[config.mk]
export PLATFORM = sky130hd
export DESIGN_NAME = moore_overlapping
export DESIGN_NICKNAME = d
export VERILOG_FILES = /design/src/rtl/moore_overlapping.sv
export SDC_FILE = /design/constraint.sdc
export NUM_CORES = 1
export LEC_CHECK = 0
export BUFFER_PORTS_ARGS = -buffer_cell sky130_fd_sc_hd__buf_2
export CAP_MARGIN = 20
export CORE_AREA = 2 2 39 41
export DETAILED_ROUTE_END_ITERATION = 7
export DIE_AREA = 0 0 41 43
export PLACE_DENSITY = 0.31
export SLEW_MARGIN = 20
export SYNTH_ARGS = -nofsm -noshare
export SYNTH_HDL_FRONTEND = slang
export SYNTH_SLANG_ARGS = --single-unit
[constraint.sdc]
create_clock -name clk -period 1.69 [get_ports clk]
set_clock_uncertainty 0.1 [all_clocks]
set_input_delay 0.338 -clock clk [delete_from_list [all_inputs] [get_ports clk]]
set_output_delay 0.338 -clock clk [all_outputs]
set_load 0.01 [all_outputs]
[src/rtl/moore_overlapping.sv]
// Overlapping Moore sequence detector: pulses out for one cycle whenever the last SEQ_LEN input bits equal SEQ.
// Define MOORE_OVERLAPPING_CHECK_EN to compile in simulation-only state/output checks and detection messages.
module moore_overlapping #(
    parameter int                 SEQ_LEN = 4,
    parameter logic [SEQ_LEN-1:0] SEQ     = 4'b1011
) (
    input  logic clk,
    input  logic rst,
    input  logic in,
    output logic out
);

    localparam int              SW   = $clog2(SEQ_LEN + 1);
    localparam logic [SW-1:0]   LAST = SW'(SEQ_LEN);

    // Longest prefix of SEQ that ends the string (first k pattern bits, then b).
    // For k < SEQ_LEN a matching bit gives k+1; from k == SEQ_LEN this is the overlap path.
    function automatic logic [SW-1:0] next_prefix_len(input int k, input logic b);
        logic [SEQ_LEN:0] str;
        int               best;
        bit               ok;
        str  = '0;
        best = 0;
        for (int i = 0; i < SEQ_LEN; i++) begin
            str[i] = SEQ[SEQ_LEN-1-i];
        end
        str[k] = b;
        for (int len = 1; len <= SEQ_LEN; len++) begin
            if (len <= k + 1) begin
                ok = 1'b1;
                for (int j = 0; j < len; j++) begin
                    if (str[k+1-len+j] != SEQ[SEQ_LEN-1-j]) begin
                        ok = 1'b0;
                    end
                end
                if (ok) begin
                    best = len;
                end
            end
        end
        return SW'(best);
    endfunction

    logic [SW-1:0] state;
    logic [SW-1:0] next_state;
    logic [SW-1:0] next_on_zero [2**SW];
    logic [SW-1:0] next_on_one  [2**SW];

    // Unused encodings above SEQ_LEN fall back to state 0.
    for (genvar k = 0; k < 2**SW; k++) begin : g_table
        if (k <= SEQ_LEN) begin : g_legal
            assign next_on_zero[k] = next_prefix_len(k, 1'b0);
            assign next_on_one[k]  = next_prefix_len(k, 1'b1);
        end else begin : g_illegal
            assign next_on_zero[k] = '0;
            assign next_on_one[k]  = '0;
        end
    end

    always_ff @(posedge clk or negedge rst) begin
        if (!rst) begin
            state <= '0;
        end else begin
            state <= next_state;
        end
    end

    always_comb begin
        next_state = next_on_zero[state];
        if (in) begin
            next_state = next_on_one[state];
        end
    end

    always_comb begin
        out = (state == LAST);
    end

`ifdef MOORE_OVERLAPPING_CHECK_EN
    // Back-to-back detections are legal only when a full match can extend into another full match.
    localparam bit REPEAT_OK = (next_prefix_len(SEQ_LEN, 1'b0) == LAST) ||
                               (next_prefix_len(SEQ_LEN, 1'b1) == LAST);

    logic out_q;

    always_ff @(posedge clk or negedge rst) begin
        if (!rst) begin
            out_q <= 1'b0;
        end else begin
            out_q <= out;
            if (state > LAST) begin
                $error("moore_overlapping: state %0d exceeds %0d", state, SEQ_LEN);
            end
            if (out && out_q && !REPEAT_OK) begin
                $error("moore_overlapping: out high on consecutive cycles at %0t", $time);
            end
            if (out) begin
                $display("moore_overlapping: detection at %0t", $time);
            end
        end
    end
`else
    // Checks compiled out; the datapath above is the whole design.
`endif

endmodule

==> results of run 1 <==
[through the flow]
| step | hold slack (ns) | util [%] |
|---|---|---|
| after global placement | 0.03644 | 12.84 |
| after detailed placement | 0.03635 | 12.84 |
| after floorplan | -0.05759 | - |
| final | 0.2660 | 15.46 |
| after global routing | 0.2657 | 15.46 |
| after CTS | 0.2564 | 15.46 |
[layer usage]
metal / wire length (µm) / vias to the layer above / global-route usage, %
li1: - / 62 / -
met1: 144 / 56 / 5.161
met2: 125 / 4 / 5.313
met3: 25 / 0 / 3.141
met4: 0 / 0 / 6.000
met5: 0 / - / 0
[final cells by class]
type                            instances  area (µm²)  share of cell area, %
Sequential cell                         3       75.07                  35.09
Multi-Input combinational cell          9       67.56                  31.58
Tap cell                               16       20.02                  9.357
Timing Repair Buffer                    4       25.02                  11.70
Clock buffer                            4       26.28                  12.28
[critical path, stage by stage, from the launching register on]
cell and delay, ns:
dfrtp_1 0.42, nor3b_1 0.19, buf_2 0.16
[worst paths after layout]
kind | from | cells after the start | to
max | state[2] | 2 | out
min | in | 2 | state[0]
max reg2reg | state[1] | 2 | state[1]
min reg2reg | state[1] | 2 | state[0]
max in group asynchronous | rst | 2 | state[2]
min in group asynchronous | rst | 2 | state[0]
[cell usage in the layout, fill, tap and decap left out]
cell type,Yosys,final
clkbuf_4,0,3
buf_2,0,3
dfrtp_1,3,3
nor3b_1,2,2
nor4bb_1,1,1
nor4b_1,1,1
or3_1,1,1
a21oi_1,1,1
nor2_1,1,1
o21a_1,1,1
and4b_2,1,1
clkbuf_1,0,1
dlygate4sd3_1,0,1
[cell families (layout without fill, tap and decap cells)]
logic type	after synthesis	in the layout	synth area share, %
AO/OA/AOI/OAI	2	2	8.771
buffers and inverters	0	8	0
flip-flops	3	3	52.63
AND/OR/NAND/NOR	7	7	38.59
[Yosys cell counts]
master | number | area (µm²)
nor4bb_1 | 1 | 10.01
or3_1 | 1 | 6.260
nor4b_1 | 1 | 8.760
nor3b_1 | 2 | 15.01
o21a_1 | 1 | 7.510
a21oi_1 | 1 | 5.000
nor2_1 | 1 | 3.750
and4b_2 | 1 | 11.26
dfrtp_1 | 3 | 75.07
[what timing repair did]
item	CTS	global route
hold buffers	1	0
setup endpoints to repair	0	0
endpoints found under the hold margin	3	0
setup buffers	0	0
[power by group]
part	total, mW	internal [mW]	switching (mW)	leakage [nW]
logic	0.0191	0.0120	0.00711	0.0394
registers	0.0870	0.0783	0.00875	0.0385
clock network	0.126	0.0885	0.0376	0.0150
total	0.232	0.179	0.0534	0.0929
==> results.toml, run 1 <==
[die]
rows = 14
dieWidth_um = 41
core_area_mm2 = 0.001384
initial_core_util_pct = 10.31
die_height_um = 43
die_area_mm2 = 0.001763
ioPinCount = 4

[run_status]
status = "finished clean"

[power_and_ir_drop]
p_leak_nw = 0.09294
power.total_mw = 0.2322
peakVddDrop_mv = 0.1025
powerDensity_mw_per_mm2 = 1085

[clock_network]
numCtsBuffers = 3
clkSlewWorstSetupHoldPaths_ns = 0.04
post_cts_resized = 0
clk_latency_ns = 0.23
cts.sinks = 3
cts_tree = "yes"
cts_htree_levels = 1
clk_path_buf_depth = 2
clockRootBuffer = "clkbuf_4"

[place]
place.gp.congestion = 0.5653
place_inst = 31
placed_area_um2 = 177.7
port_buffers = 3
post-place-ws_ns = 0.4991

[route]
drt_iter0_drc = 0
dr_total_vias = 122
drt-vias-per-instance = 3.389
dr.pass1.iters = 1
ant_nets = 0
wirelength_um = 295
drc = 0
wl_per_cell_um = 8.194

[layout]
area_growth_pct = 50.00
fillers = 154
top_regs = "state: 3 flops"
largest-register = "state"
drive_gt1_share_pct = 35.00
final_net_count = 24
largest_reg_flops = 3
stdcell_count = 36
num_antenna_cells = 0
finalInstanceArea_um2 = 214.0

[timing]
max_slew_margin_pct = 85.80
finalHoldViolations = 0
period_share_pct = 85.26
final.setup.worst_slack_ns = 0.2490
slew_viol_final = 0
finalSetupViolations = 0
fmax_mhz = 694.0
setup_tns_ns = 0
fin_crit_ns = 1.441
rsz0062_at_grt = "no"
worstMarginPinSlew_ns = 0.2100

[global_routing]
grt_overflow_total = 0
first_global_vias = 124
antenna_found_initial = 0
grt_max_degree = 8
grtUsageTotal_pct = 4.824
grt_pass1_wl_um = 503

[synth]
ys_warn_count = 0
ys_seq_area_share_pct = 52.63
post_synth.cell_area_avg_um2 = 11.89
synth_cells = 12
synth.distinct_cells = 9
netlist_area_um2 = 142.6
synth_seq_cells = 3
synth_fp_nets = 15

[flow_run]
max_cap_violations = 0

[worst_setup_path]
cp.arrival_ns = 1.00
crit_type = "reg2out"
crit_path_start_kind = "flip-flop"
critPathMaxFanout = 7
required_ns = 1.25
cp-end-kind = "output port"
r2r_slack_ns = 0.53

[hold_path]
hold_class = "in2reg"
Power figures use the tool's default switching activity.
==> inputs of run 2 (changes only) <==
Settings changed: BUFFER_PORTS_ARGS -buffer_cell sky130_fd_sc_hd__buf_2 to -buffer_cell sky130_fd_sc_hd__clkbuf_2.
==> results.toml, run 2 (synthesis results as in run 1) <==
[worst_setup_path]
reg2regPathDepth = 2
r2r-end = "state[1]"
crit_type = "reg2out"
reg2reg_from = "state[1]"
cp.arrival_ns = 1.02
critPathMaxFanout = 6
crit_path_start_kind = "flip-flop"
required_ns = 1.25
r2r_slack_ns = 0.51
cp-end-kind = "output port"

[timing]
rsz0062_at_grt = "no"
setup_tns_ns = 0
fmax_mhz = 685.0
finalHoldViolations = 0
slew_viol_final = 0
max_slew_margin_pct = 85.87
period_share_pct = 86.38
fin_crit_ns = 1.460
finalSetupViolations = 0
worstMarginPinSlew_ns = 0.2090

[route]
dr_total_vias = 132
drc = 0
wl_per_cell_um = 8.944
ant_nets = 0
drt-vias-per-instance = 3.667
dr.pass1.iters = 2
wirelength_um = 322
drt_iter0_drc = 1

[power_and_ir_drop]
p_int_mw = 0.1788
powerDensity_mw_per_mm2 = 1093
power.total_mw = 0.2339
switching_share_pct = 23.56
p_leak_nw = 0.09248
switchingPower_mw = 0.05511
clkPwrFrac_pct = 54.3
p_comb_share_pct = 8.3
pwr-share-seq_pct = 37.4
peakVddDrop_mv = 0.1698

[hold_path]
whs_path_depth = 2
min-delay-start = "in"
hold_class = "in2reg"
min_to = "state[0]"

[global_routing]
grt_overflow_total = 0
grtUsageTotal_pct = 5.622
first_global_vias = 152
grt_pass1_wl_um = 586
grt_max_degree = 8
antenna_found_initial = 0

[die]
ioPinCount = 4
rows = 14
die_area_mm2 = 0.001763
core_area_mm2 = 0.001384
dieWidth_um = 41
die_height_um = 43
initial_core_util_pct = 10.31

[layout]
top_regs = "state: 3 flops"
area_growth_pct = 50.00
final_cell_mix = "3 x clkbuf_4, 3 x clkbuf_2, 3 x dfrtp_1"
largest-register = "state"
drive_gt1_share_pct = 35.00
num_antenna_cells = 0
largest_reg_flops = 3
final_net_count = 24
final_util_pct = 15.46

[clock_network]
clk_latency_ns = 0.23
cts.sinks = 3
clockRootBuffer = "clkbuf_4"
numCtsBuffers = 3
clk_path_buf_depth = 2
cts_htree_levels = 1
cts_tree = "yes"
clkSlewWorstSetupHoldPaths_ns = 0.04

[place]
place.gp.congestion = 0.5087
hpwlAfterDp_um = 209.8
port_buffers = 3

[flow_run]
max_cap_violations = 0

[run_status]
status = "finished clean"
==> run 2: cell types whose count changed in the layout (fill, tap and decap cells not counted), sizes merged <==
cell / before / now
buf: 3 / 0
clkbuf: 4 / 7
==> run 2: cell type report <==
type	instances	area, µm²
Multi-Input combinational cell	9	67.56
Fill cell	162	1170
Timing Repair Buffer	4	25.02
Clock buffer	4	26.28
Sequential cell	3	75.07
Tap cell	16	20.02
==> run 2: per-stage QoR <==
stage          cell area (µm²)  cells  setup WS [ns]  hold WS (ns)
6_report                 214.0     36         0.2302        0.2653
5_1_grt                  214.0     36         0.1264        0.2890
4_1_cts                  214.0     36         0.2133        0.2643
3_3_place_gp             177.7     31         0.4833       0.03267
2_1_floorplan            142.6     12         0.5161      -0.05759
3_5_place_dp             177.7     31         0.4714       0.03610
==> run 2: power by group through the flow <==
stage / combinational (mW) / sequential [mW] / clock (mW)
floorplan: 0.0115 / 0.0856 / 0
global placement: 0.0168 / 0.0874 / 0
detailed placement: 0.0175 / 0.0883 / 0
CTS: 0.0201 / 0.0872 / 0.135
global route: 0.0226 / 0.0891 / 0.141
finish: 0.0195 / 0.0874 / 0.127
==> run 2: how the worst max path moves through the flow <==
stage	cells after the start	start	slack, ns	endpoint
after floorplan	1	state[0]	0.52	out
after global placement	2	state[0]	0.48	out
after CTS	2	state[0]	0.21	out
after global routing	2	state[2]	0.13	out
after detailed placement	2	state[0]	0.47	out
final	2	state[0]	0.23	out
==> run 2: worst max-delay path: stages (launching register included) <==
cell	delay, ns
dfrtp_1	0.42
nor3b_1	0.21
clkbuf_2	0.16
==> run 2: timing repair <==
action | CTS | global route
resized for setup | 0 | 0
setup buffers | 0 | 0
hold buffers | 1 | 0
hold endpoints to repair | 3 | 0
==> run 2: metal layers <==
metal | share of wire (%) | global-route usage [%]
met2 | 47 | 6.563
met4 | 0 | 8.000
met3 | 9.3 | 1.571
met1 | 44 | 6.431
met5 | 0 | 0
==> inputs of run 3 (changes only) <==
Clock period 1.69 ns to 1.48 ns, I/O delays scaled along.
==> results.toml, run 3 (synthesis results as in run 1) <==
[layout]
final_util_pct = 15.91
final_cell_mix = "3 x clkbuf_4, 3 x clkbuf_2, 2 x dfrtp_1"
seqCellArea_um2 = 76.32
largest_reg_flops = 3
finalInstanceArea_um2 = 220.2
fillers = 161
area_growth_pct = 54.39
multi_input_area_um2 = 72.57
top_regs = "state: 3 flops"
num_antenna_cells = 0
stdcell_count = 36
final_net_count = 24
largest-register = "state"
drive_gt1_share_pct = 45.00

[place]
hpwlAfterDp_um = 209.8
place.gp.congestion = 0.5087
placed_area_um2 = 177.7
post-place-ws_ns = 0.3034
port_buffers = 3
place_inst = 31

[flow_run]
max_cap_violations = 0

[worst_setup_path]
required_ns = 1.08
cp.arrival_ns = 1.00
crit_path_start_kind = "flip-flop"
crit_type = "reg2out"
reg2regPathDepth = 2
critPathMaxFanout = 6
crit_path_start = "state[0]"
cp-end-kind = "output port"
r2r-end = "state[1]"
reg2reg_from = "state[1]"
r2r_slack_ns = 0.29

[power_and_ir_drop]
power.total_mw = 0.2683
peakVddDrop_mv = 0.1868
switching_share_pct = 23.71
pwr-share-seq_pct = 37.7
powerDensity_mw_per_mm2 = 1218
p_int_mw = 0.2047
switchingPower_mw = 0.06361
p_leak_nw = 0.09286
clkPwrFrac_pct = 54.0
p_comb_share_pct = 8.3

[timing]
max_slew_margin_pct = 84.11
worstMarginPinSlew_ns = 0.2350
fmax_mhz = 716.0
finalSetupViolations = 0
fin_crit_ns = 1.397
finalHoldViolations = 0
setup_tns_ns = 0
rsz0062_at_grt = "no"
final.setup.worst_slack_ns = 0.08330
whs_ns = 0.2230
period_share_pct = 94.37
slew_viol_final = 0

[clock_network]
numCtsBuffers = 3
cts_htree_levels = 1
clk_latency_ns = 0.23
clockRootBuffer = "clkbuf_4"
clkSlewWorstSetupHoldPaths_ns = 0.04
clk_path_buf_depth = 2
cts.sinks = 3
cts_tree = "yes"

[global_routing]
grt_overflow_total = 0
antenna_found_initial = 0
grt_max_degree = 8
grt_pass1_wl_um = 586
grtUsageTotal_pct = 5.622
first_global_vias = 152

[route]
wirelength_um = 326
wl_per_cell_um = 9.056
dr_total_vias = 131
drt-vias-per-instance = 3.639
ant_nets = 0
drc = 0
drt_iter0_drc = 1
dr.pass1.iters = 2

[hold_path]
whs_path_depth = 2
min-delay-start = "in"
hold_class = "in2reg"
min_to = "state[0]"

[die]
dieWidth_um = 41
core_area_mm2 = 0.001384
rows = 14
die_height_um = 43
die_area_mm2 = 0.001763
ioPinCount = 4
initial_core_util_pct = 10.31

[run_status]
status = "finished clean"
run 3: cell types whose count changed in the layout (fill, tap and decap cells not counted):
cell,previous run,this run
nor3b_1,2,1
dfrtp_1,3,2
dfrtp_2,0,1
nor3b_2,0,1
run 3: how the worst max path moves through the flow:
stage	to	slack (ns)
after floorplan	out	0.35
after CTS	out	0.05
after global routing	out	0.02
after detailed placement	out	0.30
final	out	0.08
after global placement	out	0.32
run 3: area by class of cell:
type	count	area share (%)
tap	16	9.091
multi-input combinational	9	32.95
timing repair buffer	4	11.36
sequential	3	34.66
clock buffer	4	11.93
run 3: layer usage:
metal,wire length [µm],track usage (%)
met3,30,1.571
met4,0,8.000
met5,0,0
met1,145,6.431
met2,150,6.563
run 3: power groups by stage:
stage	clock network [mW]	logic (mW)	registers [mW]
after floorplan	0	0.0131	0.0978
after global routing	0.161	0.0257	0.103
after CTS	0.154	0.0229	0.0996
final	0.145	0.0224	0.101
after global placement	0	0.0191	0.0998
after detailed placement	0	0.0199	0.101
run 3: worst max-delay path: stages (launching register included):
cell	delay, ns
dfrtp_1	0.43
nor3b_2	0.19
clkbuf_2	0.15
run 3: what timing repair did:
item                                    CTS  global route
setup buffers                             0             0
endpoints found under the setup margin    0             1
hold endpoints to repair                  3             0
gates resized for setup                   0             2
hold buffers                              1             0
